$ cat src/rtl/issue_allocator_pkg.sv
// Shared definitions for the issue allocator: default widths, FSM state
// encoding and the filter window size helper.
package issue_allocator_pkg;

   localparam int DEF_DATA_W  = 18;
   localparam int DEF_ACC_W   = 48;
   localparam int DEF_WADDR_W = 14;

   // Hit counter width; a round holds at most 25 * 384 = 9600 hits
   localparam int HIT_W = 14;

   localparam logic [1:0] ST_IDLE  = 2'd0;
   localparam logic [1:0] ST_ARMED = 2'd1;
   localparam logic [1:0] ST_DRAIN = 2'd2;
   localparam logic [1:0] ST_HOLD  = 2'd3;

   // Number of pixels in a (2h+1)x(2h+1) window
   function automatic logic [5:0] windowSize(input logic [1:0] h);
      logic [5:0] side;
      side = {3'b000, h, 1'b1};
      return side * side;
   endfunction

endpackage

$ cat src/rtl/issue_allocator_if.sv
// Bus between the allocator and its surroundings: positioner strobe,
// sample broadcast with back-pressure, weight memory port and result handshake.
interface issue_allocator_if
   import issue_allocator_pkg::*;
#(
   parameter int DATA_W  = DEF_DATA_W,
   parameter int ACC_W   = DEF_ACC_W,
   parameter int WADDR_W = DEF_WADDR_W
) ();

   logic        [7:0]         pos_x;
   logic        [7:0]         pos_y;
   logic                      pos_select;
   logic        [1:0]         filter_halfsize;
   logic        [8:0]         image_depth;
   logic        [7:0]         issue_x;
   logic        [7:0]         issue_y;
   logic signed [DATA_W-1:0]  issue_data;
   logic                      issue_en;
   logic                      issue_block;
   logic        [WADDR_W-1:0] weight_addr;
   logic signed [DATA_W-1:0]  weight_data;
   logic signed [ACC_W-1:0]   result;
   logic                      result_valid;
   logic                      result_ack;

   modport master (
      output pos_x, pos_y, pos_select, filter_halfsize, image_depth,
      output issue_x, issue_y, issue_data, issue_en, weight_data, result_ack,
      input  issue_block, weight_addr, result, result_valid
   );

   modport slave (
      input  pos_x, pos_y, pos_select, filter_halfsize, image_depth,
      input  issue_x, issue_y, issue_data, issue_en, weight_data, result_ack,
      output issue_block, weight_addr, result, result_valid
   );

endinterface

$ cat src/rtl/issue_allocator_mac.sv
// Multiply-accumulate pipeline: stage 1 captures the sample alongside the
// weight address, a one-cycle alignment register waits for the weight memory,
// stage 2 registers the product and stage 3 folds it into the accumulator.
module issue_allocator_mac
   import issue_allocator_pkg::*;
#(
   parameter int DATA_W = DEF_DATA_W,
   parameter int ACC_W  = DEF_ACC_W
) (
   input  logic                     clk,
   input  logic                     rst,
   input  logic                     clear_i,
   input  logic                     valid_i,
   input  logic signed [DATA_W-1:0] sample_i,
   input  logic signed [DATA_W-1:0] weight_i,
   output logic                     drainEmpty_o,
   output logic signed [ACC_W-1:0]  accSum_o
);

   logic                      s1Valid_q;
   logic signed [DATA_W-1:0]  s1Sample_q;
   logic                      alignValid_q;
   logic signed [DATA_W-1:0]  alignSample_q;
   logic                      s2Valid_q;
   logic signed [ACC_W-1:0]   s2Prod_q;
   logic signed [ACC_W-1:0]   acc_q;

   logic signed [2*DATA_W-1:0] sampleExt;
   logic signed [2*DATA_W-1:0] weightExt;
   logic signed [2*DATA_W-1:0] prodFull;
   logic signed [ACC_W-1:0]    prodExt;

   assign sampleExt = {{DATA_W{alignSample_q[DATA_W-1]}}, alignSample_q};
   assign weightExt = {{DATA_W{weight_i[DATA_W-1]}}, weight_i};
   assign prodFull  = sampleExt * weightExt;
   assign prodExt   = {{(ACC_W-2*DATA_W){prodFull[2*DATA_W-1]}}, prodFull};

   // Value the accumulator takes at the next edge; equals the final sum in the
   // cycle where the last product sits in the final stage.
   assign accSum_o     = s2Valid_q ? (acc_q + s2Prod_q) : acc_q;
   assign drainEmpty_o = !(s1Valid_q || alignValid_q);

   // Advance the pipeline; clear drops everything and zeroes the sum
   always_ff @(posedge clk) begin
      if (rst || clear_i) begin
         s1Valid_q     <= 1'b0;
         s1Sample_q    <= '0;
         alignValid_q  <= 1'b0;
         alignSample_q <= '0;
         s2Valid_q     <= 1'b0;
         s2Prod_q      <= '0;
         acc_q         <= '0;
      end else begin
         s1Valid_q     <= valid_i;
         s1Sample_q    <= sample_i;
         alignValid_q  <= s1Valid_q;
         alignSample_q <= s1Sample_q;
         s2Valid_q     <= alignValid_q;
         s2Prod_q      <= prodExt;
         acc_q         <= accSum_o;
      end
   end

endmodule

$ cat src/rtl/issue_allocator.sv
// Issue allocator: watches the pixel broadcast for samples inside its filter
// window, fetches the matching weight and accumulates one dot product per
// round. Optional macro ISSUE_ALLOCATOR_RELU_EN clamps negative results to 0.
module issue_allocator
   import issue_allocator_pkg::*;
#(
   parameter int DATA_W  = DEF_DATA_W,
   parameter int ACC_W   = DEF_ACC_W,
   parameter int WADDR_W = DEF_WADDR_W
) (
   input  logic              clk,
   input  logic              rst,
   issue_allocator_if.slave  bus
);

   logic [1:0]               state_q, state_d;
   logic [7:0]               posX_q, posY_q;
   logic [1:0]               half_q;
   logic [8:0]               depth_q;
   logic [8:0]               zCnt_q;
   logic [HIT_W-1:0]         hitCnt_q;
   logic [WADDR_W-1:0]       weightAddr_q;
   logic signed [ACC_W-1:0]  result_q;
   logic                     resultValid_q;

   logic [8:0]               diffX, diffY;
   logic [7:0]               offXFull, offYFull;
   logic [2:0]               side;
   logic [5:0]               cellIdx;
   logic [WADDR_W-1:0]       addrNext;
   logic [HIT_W-1:0]         totalHits;
   logic                     startRound, hit, lastHit, loadNow, drainEmpty;
   logic signed [ACC_W-1:0]  accSum, loadValue;

   assign diffX = (bus.issue_x >= posX_q) ? ({1'b0, bus.issue_x} - {1'b0, posX_q})
                                          : ({1'b0, posX_q} - {1'b0, bus.issue_x});
   assign diffY = (bus.issue_y >= posY_q) ? ({1'b0, bus.issue_y} - {1'b0, posY_q})
                                          : ({1'b0, posY_q} - {1'b0, bus.issue_y});

   assign startRound = (state_q == ST_IDLE) && bus.pos_select;
   assign hit = bus.issue_en && (state_q == ST_ARMED)
                && (diffX <= {7'b0, half_q}) && (diffY <= {7'b0, half_q});

   assign offXFull  = bus.issue_x + {6'b0, half_q} - posX_q;
   assign offYFull  = bus.issue_y + {6'b0, half_q} - posY_q;
   assign side      = {half_q, 1'b1};
   assign cellIdx   = {3'b0, offYFull[2:0]} * {3'b0, side} + {3'b0, offXFull[2:0]};
   assign addrNext  = WADDR_W'(cellIdx) * WADDR_W'(depth_q) + WADDR_W'(zCnt_q);
   assign totalHits = HIT_W'(windowSize(half_q)) * HIT_W'(depth_q);
   assign lastHit   = hit && ((hitCnt_q + HIT_W'(1)) == totalHits);

   assign loadNow = ((state_q == ST_DRAIN) && drainEmpty && (!resultValid_q || bus.result_ack))
                    || ((state_q == ST_HOLD) && bus.result_ack);

`ifdef ISSUE_ALLOCATOR_RELU_EN
   assign loadValue = accSum[ACC_W-1] ? '0 : accSum;
`else
   assign loadValue = accSum;
`endif

   assign bus.issue_block  = (state_q == ST_HOLD);
   assign bus.weight_addr  = weightAddr_q;
   assign bus.result       = result_q;
   assign bus.result_valid = resultValid_q;

   issue_allocator_mac #(
      .DATA_W (DATA_W),
      .ACC_W  (ACC_W)
   ) u_mac (
      .clk          (clk),
      .rst          (rst),
      .clear_i      (startRound),
      .valid_i      (hit),
      .sample_i     (bus.issue_data),
      .weight_i     (bus.weight_data),
      .drainEmpty_o (drainEmpty),
      .accSum_o     (accSum)
   );

   // Round sequencing: arm on the strobe, drain after the final hit, hold if the old result is unread
   always_comb begin
      state_d = state_q;
      case (state_q)
         ST_IDLE:  if (bus.pos_select) state_d = ST_ARMED;
         ST_ARMED: if (lastHit) state_d = ST_DRAIN;
         ST_DRAIN: if (drainEmpty) state_d = (!resultValid_q || bus.result_ack) ? ST_IDLE : ST_HOLD;
         ST_HOLD:  if (bus.result_ack) state_d = ST_IDLE;
         default:  state_d = ST_IDLE;
      endcase
   end

   // State register
   always_ff @(posedge clk) begin
      if (rst) state_q <= ST_IDLE;
      else     state_q <= state_d;
   end

   // Window capture, depth/hit counters and the registered weight address
   always_ff @(posedge clk) begin
      if (rst) begin
         posX_q       <= '0;
         posY_q       <= '0;
         half_q       <= '0;
         depth_q      <= '0;
         zCnt_q       <= '0;
         hitCnt_q     <= '0;
         weightAddr_q <= '0;
      end else if (startRound) begin
         posX_q   <= bus.pos_x;
         posY_q   <= bus.pos_y;
         half_q   <= bus.filter_halfsize;
         depth_q  <= bus.image_depth;
         zCnt_q   <= '0;
         hitCnt_q <= '0;
      end else if (hit) begin
         zCnt_q       <= (zCnt_q == depth_q - 9'd1) ? 9'd0 : zCnt_q + 9'd1;
         hitCnt_q     <= hitCnt_q + HIT_W'(1);
         weightAddr_q <= addrNext;
      end
   end

   // Result register: a fresh load wins over an acknowledge in the same cycle
   always_ff @(posedge clk) begin
      if (rst) begin
         result_q      <= '0;
         resultValid_q <= 1'b0;
      end else if (loadNow) begin
         result_q      <= loadValue;
         resultValid_q <= 1'b1;
      end else if (bus.result_ack) begin
         resultValid_q <= 1'b0;
      end
   end

endmodule
$ cat src/flat_wrapper.sv
// flat-port wrapper written by rule: the top's interface ports become plain ports
module issue_allocator_flat import issue_allocator_pkg::*;
#(
   parameter int DATA_W  = DEF_DATA_W,
   parameter int ACC_W   = DEF_ACC_W,
   parameter int WADDR_W = DEF_WADDR_W
)
  (clk, rst, bus_pos_x, bus_pos_y, bus_pos_select, bus_filter_halfsize, bus_image_depth, bus_issue_x, bus_issue_y, bus_issue_data, bus_issue_en, bus_weight_data, bus_result_ack, bus_issue_block, bus_weight_addr, bus_result, bus_result_valid);
  issue_allocator_if #(.DATA_W(DATA_W), .ACC_W(ACC_W), .WADDR_W(WADDR_W)) bus_i ();
  input  logic clk;
  input  logic rst;
  input wire logic [$bits(bus_i.pos_x)-1:0] bus_pos_x;
  input wire logic [$bits(bus_i.pos_y)-1:0] bus_pos_y;
  input wire logic [$bits(bus_i.pos_select)-1:0] bus_pos_select;
  input wire logic [$bits(bus_i.filter_halfsize)-1:0] bus_filter_halfsize;
  input wire logic [$bits(bus_i.image_depth)-1:0] bus_image_depth;
  input wire logic [$bits(bus_i.issue_x)-1:0] bus_issue_x;
  input wire logic [$bits(bus_i.issue_y)-1:0] bus_issue_y;
  input wire logic [$bits(bus_i.issue_data)-1:0] bus_issue_data;
  input wire logic [$bits(bus_i.issue_en)-1:0] bus_issue_en;
  input wire logic [$bits(bus_i.weight_data)-1:0] bus_weight_data;
  input wire logic [$bits(bus_i.result_ack)-1:0] bus_result_ack;
  output wire logic [$bits(bus_i.issue_block)-1:0] bus_issue_block;
  output wire logic [$bits(bus_i.weight_addr)-1:0] bus_weight_addr;
  output wire logic [$bits(bus_i.result)-1:0] bus_result;
  output wire logic [$bits(bus_i.result_valid)-1:0] bus_result_valid;
  assign bus_i.pos_x = bus_pos_x;
  assign bus_i.pos_y = bus_pos_y;
  assign bus_i.pos_select = bus_pos_select;
  assign bus_i.filter_halfsize = bus_filter_halfsize;
  assign bus_i.image_depth = bus_image_depth;
  assign bus_i.issue_x = bus_issue_x;
  assign bus_i.issue_y = bus_issue_y;
  assign bus_i.issue_data = bus_issue_data;
  assign bus_i.issue_en = bus_issue_en;
  assign bus_i.weight_data = bus_weight_data;
  assign bus_i.result_ack = bus_result_ack;
  assign bus_issue_block = bus_i.issue_block;
  assign bus_weight_addr = bus_i.weight_addr;
  assign bus_result = bus_i.result;
  assign bus_result_valid = bus_i.result_valid;
  issue_allocator #(.DATA_W(DATA_W), .ACC_W(ACC_W), .WADDR_W(WADDR_W)) u_core (.clk(clk), .rst(rst), .bus(bus_i));
endmodule
$ cat config.mk
export PLATFORM = sky130hd
export DESIGN_NAME = issue_allocator_flat
export DESIGN_NICKNAME = d
export VERILOG_FILES = /design/src/rtl/issue_allocator_pkg.sv /design/src/rtl/issue_allocator_if.sv /design/src/rtl/issue_allocator_mac.sv /design/src/rtl/issue_allocator.sv /design/src/flat_wrapper.sv
export SDC_FILE = /design/constraint.sdc
export NUM_CORES = 2
export LEC_CHECK = 0
export ABC_CLOCK_PERIOD_IN_PS = 9560
export BUFFER_PORTS_ARGS = -buffer_cell sky130_fd_sc_hd__buf_2
export CORE_ASPECT_RATIO = 1.25
export CORE_MARGIN = 2
export CORE_UTILIZATION = 40
export DETAILED_ROUTE_END_ITERATION = 6
export PLACE_DENSITY = 0.6
export SLEW_MARGIN = 25
export SYNTH_ARGS = -nofsm -noshare
export SYNTH_HDL_FRONTEND = slang
export SYNTH_SLANG_ARGS = --single-unit
$ cat constraint.sdc
create_clock -name clk -period 9.56 [get_ports clk]
set_clock_uncertainty 0.15 [all_clocks]
set_input_delay 0.956 -clock clk [delete_from_list [all_inputs] [get_ports clk]]
set_output_delay 0.956 -clock clk [all_outputs]
set_load 0.02 [all_outputs]
; ---- Word level (Yosys, flattened, before mapping)
; Index checks and enable logic that the tools add are counted.
[word_totals]
regBits = 238
input_bits = 84
word_cells = 81
[classes]
add_sub_neg = 14
n_mul = 5
magnitude_cmp = 4
n_eq_ne = 9
mux = 12
n_bitwise = 1
n_reduce_logical = 19
[ops]
columns = cell, count
row1 = 48-bit by 36-bit adder with 48-bit output, 1
row2 = 48-bit two-way mux, 1
row3 = 18-bit by 18-bit multiplier with 36-bit output, 1
row4 = 8-bit by 8-bit subtractor with 9-bit output, 4
row5 = 6-bit by 9-bit multiplier with 14-bit output, 2
row6 = 9-bit two-way mux, 3
row7 = 9-bit by 2-bit less-or-equal comparator with 1-bit output, 2
row8 = 8-bit >= comparator, 2
row9 = 14-bit by 1-bit adder with 14-bit output (second input constant), 1
row10 = 14-bit by 9-bit adder with 14-bit output, 1
row11 = 14-bit equality test, 1
row12 = 3-bit by 3-bit multiplier with 6-bit output, 2
row13 = 2-bit two-way mux, 5
row14 = 9-bit by 1-bit adder with 9-bit output (second input constant), 1
row15 = 9-bit equality test, 1
row16 = 9-bit by 1-bit subtractor with 9-bit output (second input constant), 1
row17 = 1-bit logical AND, 8
row18 = 2-bit case mux with 4 select lines, 1
row19 = 3-bit by 2-bit adder with 3-bit output, 2
row20 = 6-bit by 3-bit adder with 6-bit output, 1
row21 = 2-bit != test (second input constant), 3
row22 = 3-bit subtractor, 2
row23 = 2-bit equality test (second input constant), 2
row24 = 1-bit logical OR, 4
row25 = 10 further kinds, 12

; ---- Logic depth before layout (Yosys ltp)
[depth]
depth_word = 8
ltp_mapped = 33
mapped_depth_nobuf = 33

; ---- Modules after synthesis
; From an unflattened synthesis, not the netlist that was laid out.
[hier_totals]
hier_cells = 3421
hier_area_um2 = 29413.2
[by_module_without_submodules]
columns = mod, n_inst, cells_per_inst, area_each_um2
row1 = issue_allocator_mac, 1, 2067, 18624.1
row2 = issue_allocator, 1, 1354, 10789.1

; ---- Least setup slack after synthesis
; No wires, ideal clock.
[synth_timing]
path_type = input -> register
start = input port bus_issue_y[1]
end = register u_core.weightAddr_q[13] (netlist: u_core.bus.weight_addr[13])
setup_time_ps = 128
arrival_ps = 7825
slack_ps = 1458
path_stages = 29
path_buffers = 0
path_cell_list = inv_1 fa_1 fa_1 xor2_1 xnor2_1 fa_1 inv_1 fa_1 fa_1 a21o_1 a21oi_1 xnor2_1 nand2_1 fa_1 fa_1 inv_1 fa_1 inv_1 fa_1 inv_1 ha_1 nor2b_1 o21a_1 nor3_1 o31ai_1 o41ai_1 xnor2_1 mux2i_1 nor2_1
[synth_between]
elab_chain_cells = 6
[synth_rtl]
columns = element, line
row1 = start: declaration, flat_wrapper.sv:18  ; input wire logic [$bits(bus_i.issue_y)-1:0] bus_issue_y;
row2 = 3-bit by 2-bit adder with 3-bit output, issue_allocator.sv:45  ; assign offYFull = bus.issue_y + {6'b0, half_q} - posY_q;
row3 = 3-bit subtractor, issue_allocator.sv:45
row4 = 3-bit by 3-bit multiplier with 6-bit output, issue_allocator.sv:47  ; assign cellIdx = {3'b0, offYFull[2:0]} * {3'b0, side} + {3'b0, offXFull[2:0]};
row5 = 6-bit by 3-bit adder with 6-bit output, issue_allocator.sv:47
row6 = 6-bit by 9-bit multiplier with 14-bit output, issue_allocator.sv:48  ; assign addrNext = WADDR_W'(cellIdx) * WADDR_W'(depth_q) + WADDR_W'(zCnt_q);
row7 = 14-bit by 9-bit adder with 14-bit output, issue_allocator.sv:48
row8 = end signal: assignment, issue_allocator.sv:118  ; weightAddr_q <= addrNext;
row9 = end: declaration, issue_allocator.sv:22  ; logic [WADDR_W-1:0] weightAddr_q;
; Parallel ways exist; a longest one is shown, timed or not.
; A chain may end at the register's enable or synchronous reset.

; ---- Worst setup path in the final report
[layout_timing]
start = register u_core.half_q[0]
end = register u_core.weightAddr_q[13] (netlist: u_core.bus.weight_addr[13])
[layout_between]
elab_chain_cells = 6
[layout_rtl]
columns = element, line
row1 = start: declaration, issue_allocator.sv:18  ; logic [1:0] half_q;
row2 = start signal: assignment, issue_allocator.sv:111  ; half_q <= bus.filter_halfsize;
row3 = 3-bit by 2-bit adder with 3-bit output, issue_allocator.sv:45
row4 = 3-bit subtractor, issue_allocator.sv:45
row5 = 3-bit by 3-bit multiplier with 6-bit output, issue_allocator.sv:47
row6 = 6-bit by 3-bit adder with 6-bit output, issue_allocator.sv:47
row7 = 6-bit by 9-bit multiplier with 14-bit output, issue_allocator.sv:48
row8 = 14-bit by 9-bit adder with 14-bit output, issue_allocator.sv:48
; Parallel ways exist; a longest one is shown, timed or not.

==> flow_summary.toml <==
[setup_path]
cpMostUsedCell = "fa_1"
path_delay_family = "adder cells"
r2r_slack_ns = 1.22
cp-end-kind = "register"
max_stage_delay_ns = 0.51
cpMaxStageDelayCell = "fa_1"
crit_start = "u_core.half_q[0]"
rr_worst_depth = 32
start_kind = "register"
path_max_fanout = 9
crit_arrival_ns = 8.64
path_class = "register to register"
crit_required_ns = 9.86
rr_startpoint = "u_core.half_q[0]"
rr_endpoint = "u_core.bus.weight_addr[13]"
cp_num_buf_inv = 7

[synth]
synth_nets = 4050
synthXorXnorAreaFrac_pct = 4.51
synthAdderAreaFrac_pct = 38.5
yosys_warnings = 0
synthMuxAreaShare_pct = 2.31
yosysSeqAreaShare_pct = 16.6
synth.area.top_cells = "fa_1 (28%), dfxtp_1 (17%), ha_1 (11%), inv_1 (6.6%), and2_1 (4.7%)"
synth_cells = 3319
synth.largest_area_cell = "fa_1"
synth-edff-count = 0
synthArstFlopShare_pct = 0
ys.flop_type = "dfxtp_1"
synth-compound-area-share_pct = 11.3
synth_seq_cells = 238
syn_area_um2 = 28800
synth-simple-area-share_pct = 18.0
synth_top_area_share_pct = 27.5
avgSynthCellArea_um2 = 8.66
synth_top_family_by_area = "adder cells"
synth.distinct_cells = 81

[global_routing]
grt_antenna_before_repair = 1
grt_pass1_wl_um = 117000
gr-usage-all-layers_pct = 19.1
overflow = 0
grt_pass1_vias = 22693
grt_max_degree = 82

[detailed_routing]
dr_total_vias = 21823
vias_per_cell = 5.06
first_pass_iters = 7
drtAntennaViolNets = 0
wl_per_cell_um = 16.3
finalWirelength_um = 70200
drt_iter0_drc = 1052
drc = 0

[timing]
max_freq_mhz = 120
setup_tns_ns = 0
relSlewSlack_pct = 38.7
setup_violations = 0
min_period_over_period_pct = 87.2
rsz0062_at_grt = "no"
hold_viol_final = 0
worstMarginPinSlew_ns = 0.918
maxSlewViolCount = 0
period_minus_slack_ns = 8.34

[layout]
layout-drive-gt1-share_pct = 7.45
finalNetCount = 4080
design_area_um2 = 31300
syn_to_final_growth_pct = 8.72
n_fill_cell = 7106

[clock_network]
htreeDepth = 1
post_cts_buffers = 0
clk_latency_ns = 0.58
cts_hold_buf = 0
cts_buffers = 29
cts_num_sinks = 238
path_clk_slew_ns = 0.06
cts-root-buf = "clkbuf_16"
ctsResizeCount = 0
cts_tree = "yes"
clock_path_buffers = 3

[power]
finalPower_uw = 4180
ir_drop_mv = 0.163
p_leak_uw = 0.0147
p_per_area_nw_per_um2 = 134

[place]
hpwl_um = 54500
port_buffers = 147
place.gp.congestion = 0.866
place_area_um2 = 30200

[min_path]
hold_end = "u_core.u_mac.alignSample_q[14]"
min_from = "u_core.u_mac.s1Sample_q[14]"
hold_depth = 1
hold_path_class = "register to register"

[floorplanning]
ios = 148
design.die.area_um2 = 74000
rows = 109
die_y_um = 304
initial_utilization_pct = 40.5
fp.dieW_um = 244
coreArea_um2 = 70900

[flow_run]
drv_cap = 0

[status]
outcome = "complete, no violations"
metal layers:
layer  vias up  part of all wire [%]  track usage (%)  routed length, um
met5         -                     0                0                  0
met4         0                   2.6             5.28               1850
met3        98                   4.1             2.09               2870
met2       428                    49             33.9              34600
met1     10611                    44             24.4              30900
li1      10686                     -                -                  -
Yosys cell counts (all sizes together) (44+ instances only):
cell,number
o21ai,68
nand3,44
fa,395
and2,218
a211oi,58
xnor2,111
nor2,226
mux2i,55
inv,503
a21o,81
a21oi,138
ha,252
clkbuf,144
dfxtp,238
nand2,362
cells in the final DEF, fill, tap and decap left out, types with 11 or more instances in the layout:
cell type | Yosys | final
a211oi_1 | 57 | 57
a21o_1 | 81 | 81
a21oi_1 | 136 | 136
a31oi_1 | 23 | 23
and2_1 | 218 | 218
and3_1 | 36 | 35
buf_2 | 9 | 146
buf_4 | 3 | 15
clkbuf_16 | 0 | 29
dfxtp_1 | 238 | 237
fa_1 | 395 | 395
ha_1 | 252 | 252
inv_1 | 502 | 502
mux2i_1 | 55 | 55
nand2_1 | 362 | 361
nand2b_1 | 32 | 31
nand3_1 | 44 | 44
nand4_1 | 23 | 23
nor2_1 | 226 | 225
nor2b_1 | 36 | 36
nor3_1 | 34 | 34
o211ai_1 | 11 | 11
o21ai_0 | 64 | 64
o21bai_1 | 13 | 13
or3_1 | 20 | 20
xnor2_1 | 111 | 111
xor2_1 | 37 | 37
cells by family (layout without fill, tap and decap cells):
kind of cell             count (synthesis)  count (layout)
AND/OR/NAND/NOR                       1069            1069
XOR/XNOR                               148             148
flip-flops                             238             238
AO/OA/AOI/OAI                          486             486
multiplexers                            65              65
buffers and inverters                  666             718
adder cells (fa/ha/maj)                647             647
other                                    0               1
power by group:
group	internal, uW	switching, uW	total, uW
combinational	719	1060	1780
sequential	1050	80.5	1130
clock	790	477	1270
total	2560	1620	4180
through the flow:
step                      hold slack [ns]  std cells  setup WS, ns  util [%]
after floorplan                     0.256       3319          1.46         -
after global placement              0.257       4261         0.796      42.5
after detailed placement            0.260       4261         0.720      42.5
after CTS                           0.274       4314          1.15      44.1
after global routing                0.284       4315         0.601      44.1
final                               0.273       4315          1.22      44.1
worst register-to-register path: cells and delay by family (launching register included):
kind / cells / cell delay [ns]
mux: 1 / 0.14
flops: 1 / 0.45
buf+inv: 7 / 0.52
fa+ha+maj: 11 / 4.45
compound gates: 5 / 1.02
xor+xnor: 4 / 0.93
simple gates: 4 / 0.57
how the worst max path moves through the flow:
stage          slack (ns)                         end  depth (start not counted)
2_1_floorplan        1.46  u_core.bus.weight_addr[13]                         29
3_3_place_gp         0.80  u_core.bus.weight_addr[13]                         30
3_5_place_dp         0.72  u_core.bus.weight_addr[13]                         30
4_1_cts              1.15  u_core.bus.weight_addr[13]                         32
5_1_grt              0.60  u_core.bus.weight_addr[13]                         32
6_report             1.22  u_core.bus.weight_addr[13]                         32
sequential cells by signal, summed over array words and instances, names as in the netlist:
| name | flops |
|---|---|
| u_core.bus.result | 48 |
| u_core.bus.result_valid | 1 |
| u_core.bus.weight_addr | 14 |
| u_core.depth_q | 9 |
| u_core.half_q | 2 |
| u_core.hitCnt_q | 14 |
| u_core.posX_q | 8 |
| u_core.posY_q | 8 |
| u_core.state_q | 2 |
| u_core.u_mac.acc_q | 48 |
| u_core.u_mac.alignSample_q | 18 |
| u_core.u_mac.alignValid_q | 1 |
| u_core.u_mac.s1Sample_q | 18 |
| u_core.u_mac.s1Valid_q | 1 |
| u_core.u_mac.s2Prod_q | 36 |
| u_core.u_mac.s2Valid_q | 1 |
| u_core.zCnt_q | 9 |
final cells by class:
| class | count | area, um2 | area share, % |
|---|---|---|---|
| Sequential cell | 238 | 4770 | 15.2 |
| Antenna cell | 1 | 2.50 | 0.00801 |
| Tap cell | 943 | 1180 | 3.77 |
| Inverter | 504 | 1890 | 6.05 |
| Clock buffer | 32 | 757 | 2.42 |
| Multi-Input combinational cell | 2415 | 21500 | 68.7 |
| Clock inverter | 21 | 343 | 1.10 |
| Timing Repair Buffer | 161 | 843 | 2.70 |
(Power assumes the default switching activity.)
